--- config.mk ---
export PLATFORM = sky130hd
export DESIGN_NAME = control_unit
export DESIGN_NICKNAME = d
export VERILOG_FILES = /design/src/rtl/control_unit_pkg.sv /design/src/rtl/control_unit_instr_decode.sv /design/src/rtl/control_unit.sv
export SDC_FILE = /design/constraint.sdc
export NUM_CORES = 1
export LEC_CHECK = 0
export BUFFER_PORTS_ARGS = -buffer_cell sky130_fd_sc_hd__buf_2
export CAP_MARGIN = 5
export CORE_MARGIN = 3
export CORE_UTILIZATION = 30
export CTS_CLUSTER_DIAMETER = 30
export DETAILED_ROUTE_END_ITERATION = 12
export PLACE_DENSITY = 0.58
export SLEW_MARGIN = 20
export SYNTH_ARGS = -nofsm -noshare
export SYNTH_HDL_FRONTEND = slang
export SYNTH_SLANG_ARGS = --single-unit
--- constraint.sdc ---
create_clock -name clk_i -period 4.9 [get_ports clk_i]
set_clock_uncertainty 0.15 [all_clocks]
set_input_delay 0.49 -clock clk_i [delete_from_list [all_inputs] [get_ports clk_i]]
set_output_delay 0.49 -clock clk_i [all_outputs]
set_load 0.05 [all_outputs]
--- src/rtl/control_unit_pkg.sv ---
// Shared definitions for the 16-bit accumulator processor sequencer.
// Holds the opcode map, the sequencer state encoding and default widths so
// that the control unit, the instruction decoder and the ALU agree on them.
package control_unit_pkg;

  localparam int unsigned DataWDefault = 16;
  localparam int unsigned AddrWDefault = 12;
  localparam int unsigned OpcodeW      = 4;

  // Opcode map, IR[15:12]. 1011..1110 are unassigned and behave as NOP.
  localparam logic [OpcodeW-1:0] OpNop   = 4'b0000;
  localparam logic [OpcodeW-1:0] OpAdd   = 4'b0001;
  localparam logic [OpcodeW-1:0] OpSub   = 4'b0010;
  localparam logic [OpcodeW-1:0] OpAnd   = 4'b0011;
  localparam logic [OpcodeW-1:0] OpOr    = 4'b0100;
  localparam logic [OpcodeW-1:0] OpXor   = 4'b0101;
  localparam logic [OpcodeW-1:0] OpNot   = 4'b0110;
  localparam logic [OpcodeW-1:0] OpLoad  = 4'b0111;
  localparam logic [OpcodeW-1:0] OpStore = 4'b1000;
  localparam logic [OpcodeW-1:0] OpJmp   = 4'b1001;
  localparam logic [OpcodeW-1:0] OpJz    = 4'b1010;
  localparam logic [OpcodeW-1:0] OpHalt  = 4'b1111;

  // Sequencer states.
  typedef enum logic [2:0] {
    StFetch   = 3'd0,
    StDecode  = 3'd1,
    StRead    = 3'd2,
    StCapture = 3'd3,
    StExecute = 3'd4,
    StWrite   = 3'd5,
    StHalt    = 3'd6
  } state_e;

endpackage

--- src/rtl/control_unit_instr_decode.sv ---
// Combinational instruction classifier.
// Maps a 4-bit opcode to the class flags the sequencer branches on.
//   opcode_i        : instruction opcode field
//   is_alu_o        : ADD/SUB/AND/OR/XOR/NOT (result comes from the ALU)
//   needs_operand_o : instruction reads a memory operand into MDR first
//   is_load_o       : LOAD (ACC <= MDR, ALU not involved)
//   is_store_o      : STORE
//   is_jmp_o        : unconditional jump
//   is_jz_o         : jump if accumulator is zero
//   is_halt_o       : HALT
module control_unit_instr_decode
  import control_unit_pkg::*;
(
  input  logic [3:0] opcode_i,
  output logic       is_alu_o,
  output logic       needs_operand_o,
  output logic       is_load_o,
  output logic       is_store_o,
  output logic       is_jmp_o,
  output logic       is_jz_o,
  output logic       is_halt_o
);

  always_comb begin
    is_alu_o        = 1'b0;
    needs_operand_o = 1'b0;
    is_load_o       = 1'b0;
    is_store_o      = 1'b0;
    is_jmp_o        = 1'b0;
    is_jz_o         = 1'b0;
    is_halt_o       = 1'b0;
    case (opcode_i)
      OpAdd, OpSub, OpAnd, OpOr, OpXor: begin
        is_alu_o        = 1'b1;
        needs_operand_o = 1'b1;
      end
      // NOT works on ACC alone, so it skips the operand fetch.
      OpNot:   is_alu_o = 1'b1;
      OpLoad: begin
        is_load_o       = 1'b1;
        needs_operand_o = 1'b1;
      end
      OpStore: is_store_o = 1'b1;
      OpJmp:   is_jmp_o   = 1'b1;
      OpJz:    is_jz_o    = 1'b1;
      OpHalt:  is_halt_o  = 1'b1;
      default: ;  // NOP and unassigned opcodes
    endcase
  end

endmodule

--- src/rtl/control_unit.sv ---
// Fetch/decode/execute sequencer for the 16-bit accumulator processor.
// Owns PC, IR, MDR and ACC, drives the single-port unified memory and acts as
// the initiator towards an external combinational ALU.
//   clk_i         : rising-edge clock
//   rst_ni        : asynchronous active-low reset
//   mem_addr_o    : memory address (PC while fetching, IR address otherwise)
//   mem_rd_en_o   : read strobe; mem_rdata_i is valid one cycle later
//   mem_wr_en_o   : write strobe; memory writes at the rising edge
//   mem_wdata_o   : write data, always ACC
//   mem_rdata_i   : memory read data
//   alu_num1_o    : ALU operand 1 (ACC)
//   alu_num2_o    : ALU operand 2 (MDR)
//   alu_opcode_o  : ALU operation, zero unless executing an ALU instruction
//   alu_result_i  : ALU result
//   acc_o, pc_o   : architectural accumulator and program counter
//   zero_o        : ACC == 0
//   halted_o      : sequencer is in the HALT state
module control_unit
  import control_unit_pkg::*;
#(
  parameter int unsigned         DATA_W   = DataWDefault,
  parameter int unsigned         ADDR_W   = AddrWDefault,
  parameter logic [ADDR_W-1:0]   RESET_PC = '0
) (
  input  logic              clk_i,
  input  logic              rst_ni,
  output logic [ADDR_W-1:0] mem_addr_o,
  output logic              mem_rd_en_o,
  output logic              mem_wr_en_o,
  output logic [DATA_W-1:0] mem_wdata_o,
  input  logic [DATA_W-1:0] mem_rdata_i,
  output logic [DATA_W-1:0] alu_num1_o,
  output logic [DATA_W-1:0] alu_num2_o,
  output logic [3:0]        alu_opcode_o,
  input  logic [DATA_W-1:0] alu_result_i,
  output logic [DATA_W-1:0] acc_o,
  output logic [ADDR_W-1:0] pc_o,
  output logic              zero_o,
  output logic              halted_o
);

  state_e            state_q, state_d;
  logic [ADDR_W-1:0] pc_q, pc_d;
  logic [DATA_W-1:0] ir_q, ir_d;
  logic [DATA_W-1:0] mdr_q, mdr_d;
  logic [DATA_W-1:0] acc_q, acc_d;

  logic [3:0]        dec_opcode;
  logic [3:0]        ir_opcode;
  logic [ADDR_W-1:0] ir_addr;
  logic [ADDR_W-1:0] rdata_addr;
  logic              acc_zero;

  logic is_alu, needs_operand, is_load, is_store, is_jmp, is_jz, is_halt;

  assign ir_opcode  = ir_q[DATA_W-1 -: 4];
  assign ir_addr    = ir_q[ADDR_W-1:0];
  assign rdata_addr = mem_rdata_i[ADDR_W-1:0];
  assign acc_zero   = (acc_q == '0);

  // In DECODE the instruction is still on the read bus (IR loads at the end
  // of that cycle), so classify the bus; in every later state use IR.
  assign dec_opcode = (state_q == StDecode) ? mem_rdata_i[DATA_W-1 -: 4] : ir_opcode;

  control_unit_instr_decode u_instr_decode (
    .opcode_i        (dec_opcode),
    .is_alu_o        (is_alu),
    .needs_operand_o (needs_operand),
    .is_load_o       (is_load),
    .is_store_o      (is_store),
    .is_jmp_o        (is_jmp),
    .is_jz_o         (is_jz),
    .is_halt_o       (is_halt)
  );

  // State register.
  always_ff @(posedge clk_i or negedge rst_ni) begin
    if (!rst_ni) begin
      state_q <= StFetch;
    end else begin
      state_q <= state_d;
    end
  end

  // Next-state logic.
  always_comb begin
    state_d = state_q;
    unique case (state_q)
      StFetch: state_d = StDecode;
      StDecode: begin
        if (needs_operand) begin
          state_d = StRead;
        end else if (is_alu) begin
          state_d = StExecute;  // NOT
        end else if (is_store) begin
          state_d = StWrite;
        end else if (is_halt) begin
          state_d = StHalt;
        end else begin
          state_d = StFetch;
        end
      end
      StRead:    state_d = StCapture;
      StCapture: state_d = StExecute;
      StExecute: state_d = StFetch;
      StWrite:   state_d = StFetch;
      StHalt:    state_d = StHalt;
      default:   state_d = StFetch;
    endcase
  end

  // Output logic. Read strobe is gated by reset so it is low while held.
  always_comb begin
    mem_addr_o   = pc_q;
    mem_rd_en_o  = 1'b0;
    mem_wr_en_o  = 1'b0;
    alu_opcode_o = OpNop;
    unique case (state_q)
      StFetch: mem_rd_en_o = rst_ni;
      StRead: begin
        mem_addr_o  = ir_addr;
        mem_rd_en_o = 1'b1;
      end
      StExecute: begin
        if (is_alu) begin
          alu_opcode_o = ir_opcode;
        end
      end
      StWrite: begin
        mem_addr_o  = ir_addr;
        mem_wr_en_o = 1'b1;
      end
      default: ;
    endcase
  end

  // Datapath next-state.
  always_comb begin
    pc_d  = pc_q;
    ir_d  = ir_q;
    mdr_d = mdr_q;
    acc_d = acc_q;
    unique case (state_q)
      StDecode: begin
        ir_d = mem_rdata_i;
        // JZ looks at the ACC left by the previous instruction.
        if (is_jmp || (is_jz && acc_zero)) begin
          pc_d = rdata_addr;
        end else begin
          pc_d = pc_q + ADDR_W'(1);
        end
      end
      StCapture: mdr_d = mem_rdata_i;
      StExecute: begin
        if (is_load) begin
          acc_d = mdr_q;
        end else if (is_alu) begin
          acc_d = alu_result_i;
        end
      end
      default: ;
    endcase
  end

  // Datapath registers.
  always_ff @(posedge clk_i or negedge rst_ni) begin
    if (!rst_ni) begin
      pc_q  <= RESET_PC;
      ir_q  <= '0;
      mdr_q <= '0;
      acc_q <= '0;
    end else begin
      pc_q  <= pc_d;
      ir_q  <= ir_d;
      mdr_q <= mdr_d;
      acc_q <= acc_d;
    end
  end

  assign mem_wdata_o = acc_q;
  assign alu_num1_o  = acc_q;
  assign alu_num2_o  = mdr_q;
  assign acc_o       = acc_q;
  assign pc_o        = pc_q;
  assign zero_o      = acc_zero;
  assign halted_o    = (state_q == StHalt);

endmodule

* Word level (Yosys, flattened, before mapping)
Cells that the tools add are included.
** Storage, ports and cells
- Input bits :: 34
- Register bits :: 63
- Word-level logic and storage cells :: 53
- Output and inout port bits :: 96
** Operators by class
- Reduce and logical (&&, ||, !) cells :: 9
- Equality and inequality tests :: 17
- Multiplexer cells :: 21
- Add/subtract/negate cells :: 1
** Operators by type and width (number)
- $mux 16 :: 2
- $mux 12 :: 2
- $eq 4x3->1 const B :: 4
- $eq 4x4->1 const B :: 4
- $logic_not 16->1 :: 1
- $pmux 3 s5 :: 1
- $add 12x1->12 const B :: 1
- $mux 3 :: 4
- $mux 4 :: 3
- $reduce_or 6->1 :: 2
- $eq 3x3->1 const B :: 3
- $eq 4x2->1 const B :: 2
- $mux 1 :: 8
- $eq 3x2->1 const B :: 2
- $eq 4x1->1 const B :: 1
- $eq 3x1->1 const B :: 1
- $logic_not 3->1 :: 1
- $pmux 1 s2 :: 1
- $reduce_and 2->1 :: 1
- $reduce_bool 2->1 :: 1
- $reduce_or 2->1 :: 1
- $logic_and 1x1->1 :: 1
- $logic_or 1x1->1 :: 1

* Logic depth before layout (Yosys ltp)
Gate-level depths: netlist of the first run.
- Word-level depth :: 9
- Depth in mapped cells :: 8
- Gate-level depth less buffers :: 6

* Modules after synthesis
Synthesis of the first run repeated with hierarchy kept, for this count alone.
** Unflattened totals
- Cell total of the unflattened synthesis :: 345
- Area, all modules :: 3382.0 um^2
** By module, submodules not included
- control_unit :: area each 3314.4 um^2, cells each 333, seq. area each 1576.5 um^2, times used 1
- control_unit_instr_decode :: area each 67.6 um^2, cells each 12, seq. area each 0.0 um^2, times used 1

* Worst setup path after synthesis of the first run
OpenSTA, ideal clock, no wires.
- Kind :: register to output
- Start point :: register state_q[2]
- End point :: output mem_addr_o[10]
- Buffers on the path :: 1
- Arrival :: 2.716 ns
- Cell stages (with the launch flop) :: 6
- Data required time :: 4.260 ns
- Path slack :: 1.544 ns
- Cell sequence :: dfrtp_1 -> inv_1 -> nor3b_1 -> nor2_1 -> clkbuf_1 -> mux2_2
** On the way
- Longest elaborated chain between the ends :: 3
- Elaborated cells between the ends (all ways) :: 4
- Classes of those cells :: eq/ne (2); mux (1); reduce/logical (1)
** RTL lines
- start: declaration :: line control_unit.sv:42 : state_e state_q, state_d;
- start signal: assignment :: line control_unit.sv:79 : state_q <= StFetch;
- start signal: assignment :: line control_unit.sv:81 : state_q <= state_d;
- $eq 3x3->1 or $eq 3x2->1 (tied branches) :: line control_unit.sv:118 : unique case (state_q)
- $reduce_or 2->1 (no line) *
- $mux 12 * :: line control_unit.sv:118
- end: declaration :: line control_unit.sv:27 : output logic [ADDR_W-1:0] mem_addr_o,
Mark *: on every way between the ends. The rest lies on a longest branch, timed or not.

* Final worst setup path of the first run
- Start point :: register state_q[0]
- End point :: output alu_opcode_o[0]
** On the way
- Longest elaborated chain between the ends :: 7
- Elaborated cells between the ends (all ways) :: 13
- Classes of those cells :: eq/ne (8); mux (4); reduce/logical (1)
** RTL lines
- $eq 3x1->1 :: line control_unit.sv:63 : assign dec_opcode = (state_q == StDecode) ? mem_rdata_i[DATA_W-1 -: 4] : ir_opcode;
- $mux 4 :: line control_unit.sv:63
- $eq 4x3->1 (tied with other cells) :: line control_unit_instr_decode.sv:32 : case (opcode_i)
- $reduce_or 6->1 (no line)
- $mux 1 :: line control_unit_instr_decode.sv:32
- $mux 4 :: line control_unit.sv:125 : if (is_alu) begin
- $mux 4 * :: line control_unit.sv:118
- end: declaration :: line control_unit.sv:34 : output logic [3:0] alu_opcode_o,
Marks and branches as above.

==> results_dict.tcl, run 1 <==
set metrics [dict create \
    diodes 0 \
    r2r_cells 6 \
    hold_violations 0 \
    cts.sinks 63 \
    end_kind "primary output" \
    slew_viol_final 0 \
    grt_pass1_wl_mm 15.4 \
    slew_headroom_pct 44.8 \
    final_layout_size_suffix_gt1_share_pct 42.3 \
    synth_ff_type "dfrtp_1" \
    timing.fmax_mhz 298 \
    dr.pass1.iters 6 \
    syn_nets 384 \
    status "finished clean" \
    crit_chain "nor3b_4 -> buf_4 -> mux2_2 -> o21ai_2 -> buf_4 -> nor2_1 -> and2_1 -> buf_2" \
    grt.total_usage_pct 15.3 \
    slowest_stage "dfrtp_1" \
    ant_nets 0 \
    drt-total-wl_mm 9.85 \
    maxCapViolCount 0 \
    rsz0062_at_grt "no" \
    cts-hold-fix-buffers 0 \
    crit_top_cell "buf_4" \
    cp_num_cells 8 \
    period_minus_slack_ns 3.36 \
    critPathBufInv 3 \
    post_synth_num_cell_types 53 \
    yosys.area.top_type "dfrtp_1" \
    layout.cells.non_filler 587 \
    cts_tree "built" \
    yosysTopAreaCellShare_pct 44.9 \
    row_count 38 \
    clk_pin_slew_ns 0.05 \
    crit_family "buffers and inverters" \
    viasPerCell 5.03 \
    ys.warnings.count 0 \
    wl_per_cell_um 16.8 \
    gp_congestion 0.826 \
    worst-endpoint-arrival_ns 2.72 \
    ctsHtreeMaxLevel 3 \
    antenna_found_initial 0 \
    fin_tns_setup_ns 0 \
    cts-buffers-inserted 9 \
    crit_fanout 33 \
    cts_buffer_depth 2 \
    overflow 0 \
    dp_hpwl_mm 7.33 \
    dr_total_vias 2955 \
    drc 0 \
    hold_path.class "in2async" \
    die-area_um2 13000 \
    die_h_um 114 \
    areaGrowthSynthToFinish_pct 23.0 \
    synth-edff-count 0 \
    finalNetCount 477 \
    syn-instance-count 349 \
    post_cts_buffers 0 \
    seq_area_frac_synth_pct 44.9 \
    drtIter0Drc 326 \
    syn-mean-instance-area_um2 10.1 \
    syn_area_um2 3510 \
    num_io_pins 130 \
    worstPathRequired_ns 4.26 \
    regToRegStartpoint "state_q[1]$_DFF_PN0_" \
    clock_latency_ns 0.33 \
    worstReg2RegEnd "pc_o[5]$_DFFE_PN0N_" \
    portBuffers 128 \
    floorplan.initialDensity_pct 31.6 \
    dp_cells 571 \
    reg2reg_setup_slack_ns 2.20 \
    worst_slew_pin_slew_ns 0.828 \
    cts-root-buf "clkbuf_16" \
    die_w_um 114 \
    min_period_over_period_pct 68.5 \
    ys_seq_elements 63 \
    grt_pass1_vias 2784 \
    fp.coreArea_um2 11100 \
    synth_most_common_cell "dfrtp_1" \
    async_flop_share_pct 100 \
    critPathMaxStageDelay_ns 0.48 \
    grt_max_degree 64 \
    setup_viol_count_final 0 \
    synth.area.top_cells "dfrtp_1, mux2_2, buf_4, nand2_1, mux2i_1" \
    critPathLaunchType "register" \
    criticalPathCategory "reg2out" \
    post_cts_resized 0 \
    ys_top_cells_by_count "dfrtp_1, nand2_1, buf_4" \
    startpoint "state_q[0]$_DFF_PN0_" \
]
## worst max path at each step
stage                       to
3_5_place_dp   alu_opcode_o[0]
4_1_cts        alu_opcode_o[0]
2_1_floorplan   mem_addr_o[10]
5_1_grt        alu_opcode_o[2]
3_3_place_gp   alu_opcode_o[2]
6_report       alu_opcode_o[0]
## cell families (layout without fill, tap and decap cells)
| logic type | after synthesis | count (layout) | share of synthesized area [%] |
|---|---|---|---|
| multiplexers | 49 | 49 | 15.1 |
| AND/OR/NAND/NOR | 125 | 125 | 17.2 |
| other | 1 | 1 | 0.107 |
| adder cells (fa/ha/maj) | 1 | 1 | 0.356 |
| XOR/XNOR | 2 | 2 | 0.499 |
| flip-flops | 63 | 63 | 44.9 |
| buffers and inverters | 54 | 152 | 10.6 |
| AO/OA/AOI/OAI | 54 | 54 | 11.2 |
## worst register-to-register path: stages, from the launching register on
cell     delay (ns)
dfrtp_1        0.48
or3b_1         0.38
buf_4          0.25
mux2i_2        0.21
a221o_2        0.53
and2_1         0.27
a221o_1        0.31
## placed cells by master (no fill, tap or decap), types with 4 or more instances in the layout
cell,synthesis,layout
clkbuf_16,0,9
a21oi_1,5,5
nand2b_1,5,5
o21ai_0,9,9
nand2_1,61,61
dfrtp_1,63,63
mux2i_1,18,18
nor4_1,7,7
and2_1,7,7
a211oi_1,5,5
mux2_2,30,30
nor3_1,10,10
buf_4,34,4
o21ai_1,11,10
nand3_1,6,6
nor2_1,13,12
inv_1,4,4
buf_2,2,128
## per-stage QoR
stage	cell area, µm²	utilization, %	hold slack, ns	setup slack, ns
2_1_floorplan	3510	-	0.0444	1.54
3_3_place_gp	4000	36.0	0.320	1.97
3_5_place_dp	4000	36.0	0.316	1.88
4_1_cts	4310	38.8	0.252	1.53
5_1_grt	4320	38.8	0.272	1.34
6_report	4320	38.8	0.260	1.54
## registers in the layout, summed over array words and instances, names as in the netlist
register    count
acc_o          16
ir_q           16
alu_num2_o     16
state_q         3
pc_o           12
## layout make-up
class / count / area [µm²]
well taps: 140 / 175
multi-input cells: 232 / 1570
inverters: 4 / 15.0
clock buffers: 13 / 270
flip-flops and latches: 63 / 1580
fillers: 1141 / 6810
clock inverters: 3 / 40.0
repair buffers: 132 / 671
## metal layers
layer | GRT usage (%) | wire length (µm) | share of wire [%] | up-vias
met5 | 0 | 0 | 0 | -
met4 | 6.57 | 165 | 1.7 | 0
met3 | 2.59 | 613 | 6.2 | 15
met2 | 22.9 | 4470 | 45 | 129
met1 | 21.7 | 4600 | 47 | 1425
li1 | - | - | - | 1386
Power of run 1 is not shown: default switching activity piles up to over one toggle a cycle in this logic, so the estimate is an artifact.
==> run 2, diff against run 1 <==
Clock period 4.9 ns to 3.3 ns, I/O delays scaled along.
==> results_dict.tcl, run 2 (same netlist as run 1, synthesis figures left out) <==
set metrics [dict create \
    status "finished clean" \
    final_cell_mix "buf_2, dfrtp_1, nand2_1" \
    diodes 0 \
    viasPerCell 5.01 \
    floorplan.initialDensity_pct 31.6 \
    antenna_found_initial 0 \
    critPathBufInv 1 \
    criticalPathCategory "reg2out" \
    ctsHtreeMaxLevel 3 \
    cts_tree "built" \
    r2r_cells 6 \
    holdPathEnd "ir_q[7]$_DFFE_PN0N_" \
    grt_pass1_vias 2824 \
    slowest_stage "or3b_1" \
    crit_family "simple AND/OR/NAND/NOR gates" \
    cts_buffer_depth 2 \
    post_cts_buffers 0 \
    num_io_pins 130 \
    cts-hold-fix-buffers 1 \
    drc 0 \
    final_layout_size_suffix_gt1_share_pct 42.3 \
    drtIter0Drc 214 \
    hold_violations 0 \
    worst_slew_pin_slew_ns 0.808 \
    row_count 38 \
    crit_chain "or3b_1 -> mux2i_1 -> o21ai_2 -> nor2_1 -> and2_1 -> buf_2" \
    end_kind "primary output" \
    clk_pin_slew_ns 0.06 \
    die_w_um 114 \
    dp_slack_ns 0.607 \
    cts-buffers-inserted 9 \
    timing.fmax_mhz 361 \
    areaGrowthSynthToFinish_pct 23.8 \
    whs_path_depth 3 \
    hold_start "mem_rdata_i[7]" \
    worstReg2RegEnd "acc_o[1]$_DFFE_PN0P_" \
    die-area_um2 13000 \
    fin_tns_setup_ns 0 \
    dr_total_vias 2952 \
    setup_viol_count_final 0 \
    regToRegStartpoint "state_q[0]$_DFF_PN0_" \
    ant_nets 0 \
    grt_max_degree 37 \
    clock_latency_ns 0.33 \
    dp_hpwl_mm 7.46 \
    drt-total-wl_mm 9.93 \
    cts.sinks 63 \
    fp.coreArea_um2 11100 \
    critPathMaxStageDelay_ns 0.51 \
    placed_area_um2 4010 \
    final_common_cell "buf_2" \
    crit_fanout 9 \
    slew_viol_final 0 \
    hold_path.class "in2reg" \
    dr.pass1.iters 4 \
    portBuffers 128 \
    wl_per_cell_um 16.9 \
    rsz0062_at_grt "no" \
    critPathLaunchType "register" \
    period_minus_slack_ns 2.77 \
    overflow 0 \
    min_period_over_period_pct 83.8 \
    gp_congestion 0.837 \
    worstPathRequired_ns 2.82 \
    postLayoutCellArea_um2 4350 \
    slew_headroom_pct 46.0 \
    cts-root-buf "clkbuf_16" \
    post_cts_resized 0 \
    grt_pass1_wl_mm 15.6 \
    fin_ws_ns 0.534 \
    die_h_um 114 \
    maxCapViolCount 0 \
    reg2reg_setup_slack_ns 0.71 \
    worst-endpoint-arrival_ns 2.29 \
    utilization_pct 39.1 \
    finalNetCount 479 \
    grt.total_usage_pct 15.3 \
]
## run 2: changes by cell type in the layout (fill, tap and decap cells not counted)
cell	before	now
clkbuf_8	3	0
clkinv_2	2	0
clkinv_4	0	2
buf_4	4	5
bufinv_16	1	2
clkinvlp_4	0	1
dlygate4sd3_1	0	1
inv_6	0	1
## run 2: layout make-up
type / count / area, µm²
clock buffers: 10 / 229
clock inverters: 6 / 93.8
fillers: 1122 / 6780
inverters: 4 / 15.0
multi-input cells: 232 / 1570
flip-flops and latches: 63 / 1580
well taps: 140 / 175
repair buffers: 134 / 688
## run 2: worst reg2reg max path: stages (launching register included)
cell	delay, ns
dfrtp_1	0.47
nor3b_4	0.29
buf_4	0.32
mux2i_1	0.49
o211ai_4	0.37
mux2i_1	0.21
o21ai_0	0.21
## run 2: per-stage QoR
step / std cells / hold slack [ns]
after CTS: 589 / 0.0886
after global routing: 589 / 0.107
after floorplan: 349 / -0.116
after detailed placement: 572 / 0.313
final: 589 / 0.104
after global placement: 572 / 0.308
## run 2: metal layers
layer / vias to the layer above / wire (µm) / share of wire [%] / GRT usage, %
li1: 1393 / - / - / -
met1: 1421 / 4640 / 47 / 21.9
met2: 132 / 4490 / 45 / 23.7
met3: 6 / 733 / 7.4 / 2.70
met4: 0 / 70 / 0.70 / 4.51
met5: - / 0 / 0 / 0
## run 2: worst max-delay path by stage
stage / from / endpoint / cells past startpoint / slack [ns]
6_report: state_q[1]$_DFF_PN0_ / alu_opcode_o[1] / 6 / 0.53
5_1_grt: state_q[1]$_DFF_PN0_ / alu_opcode_o[1] / 6 / 0.37
4_1_cts: state_q[2]$_DFF_PN0_ / mem_addr_o[9] / 5 / 0.25
3_5_place_dp: state_q[2]$_DFF_PN0_ / mem_addr_o[9] / 5 / 0.61
3_3_place_gp: state_q[2]$_DFF_PN0_ / mem_addr_o[9] / 5 / 0.72
2_1_floorplan: state_q[2]$_DFF_PN0_ / mem_addr_o[10] / 5 / 0.10
Power of run 2 is left out for the same reason.
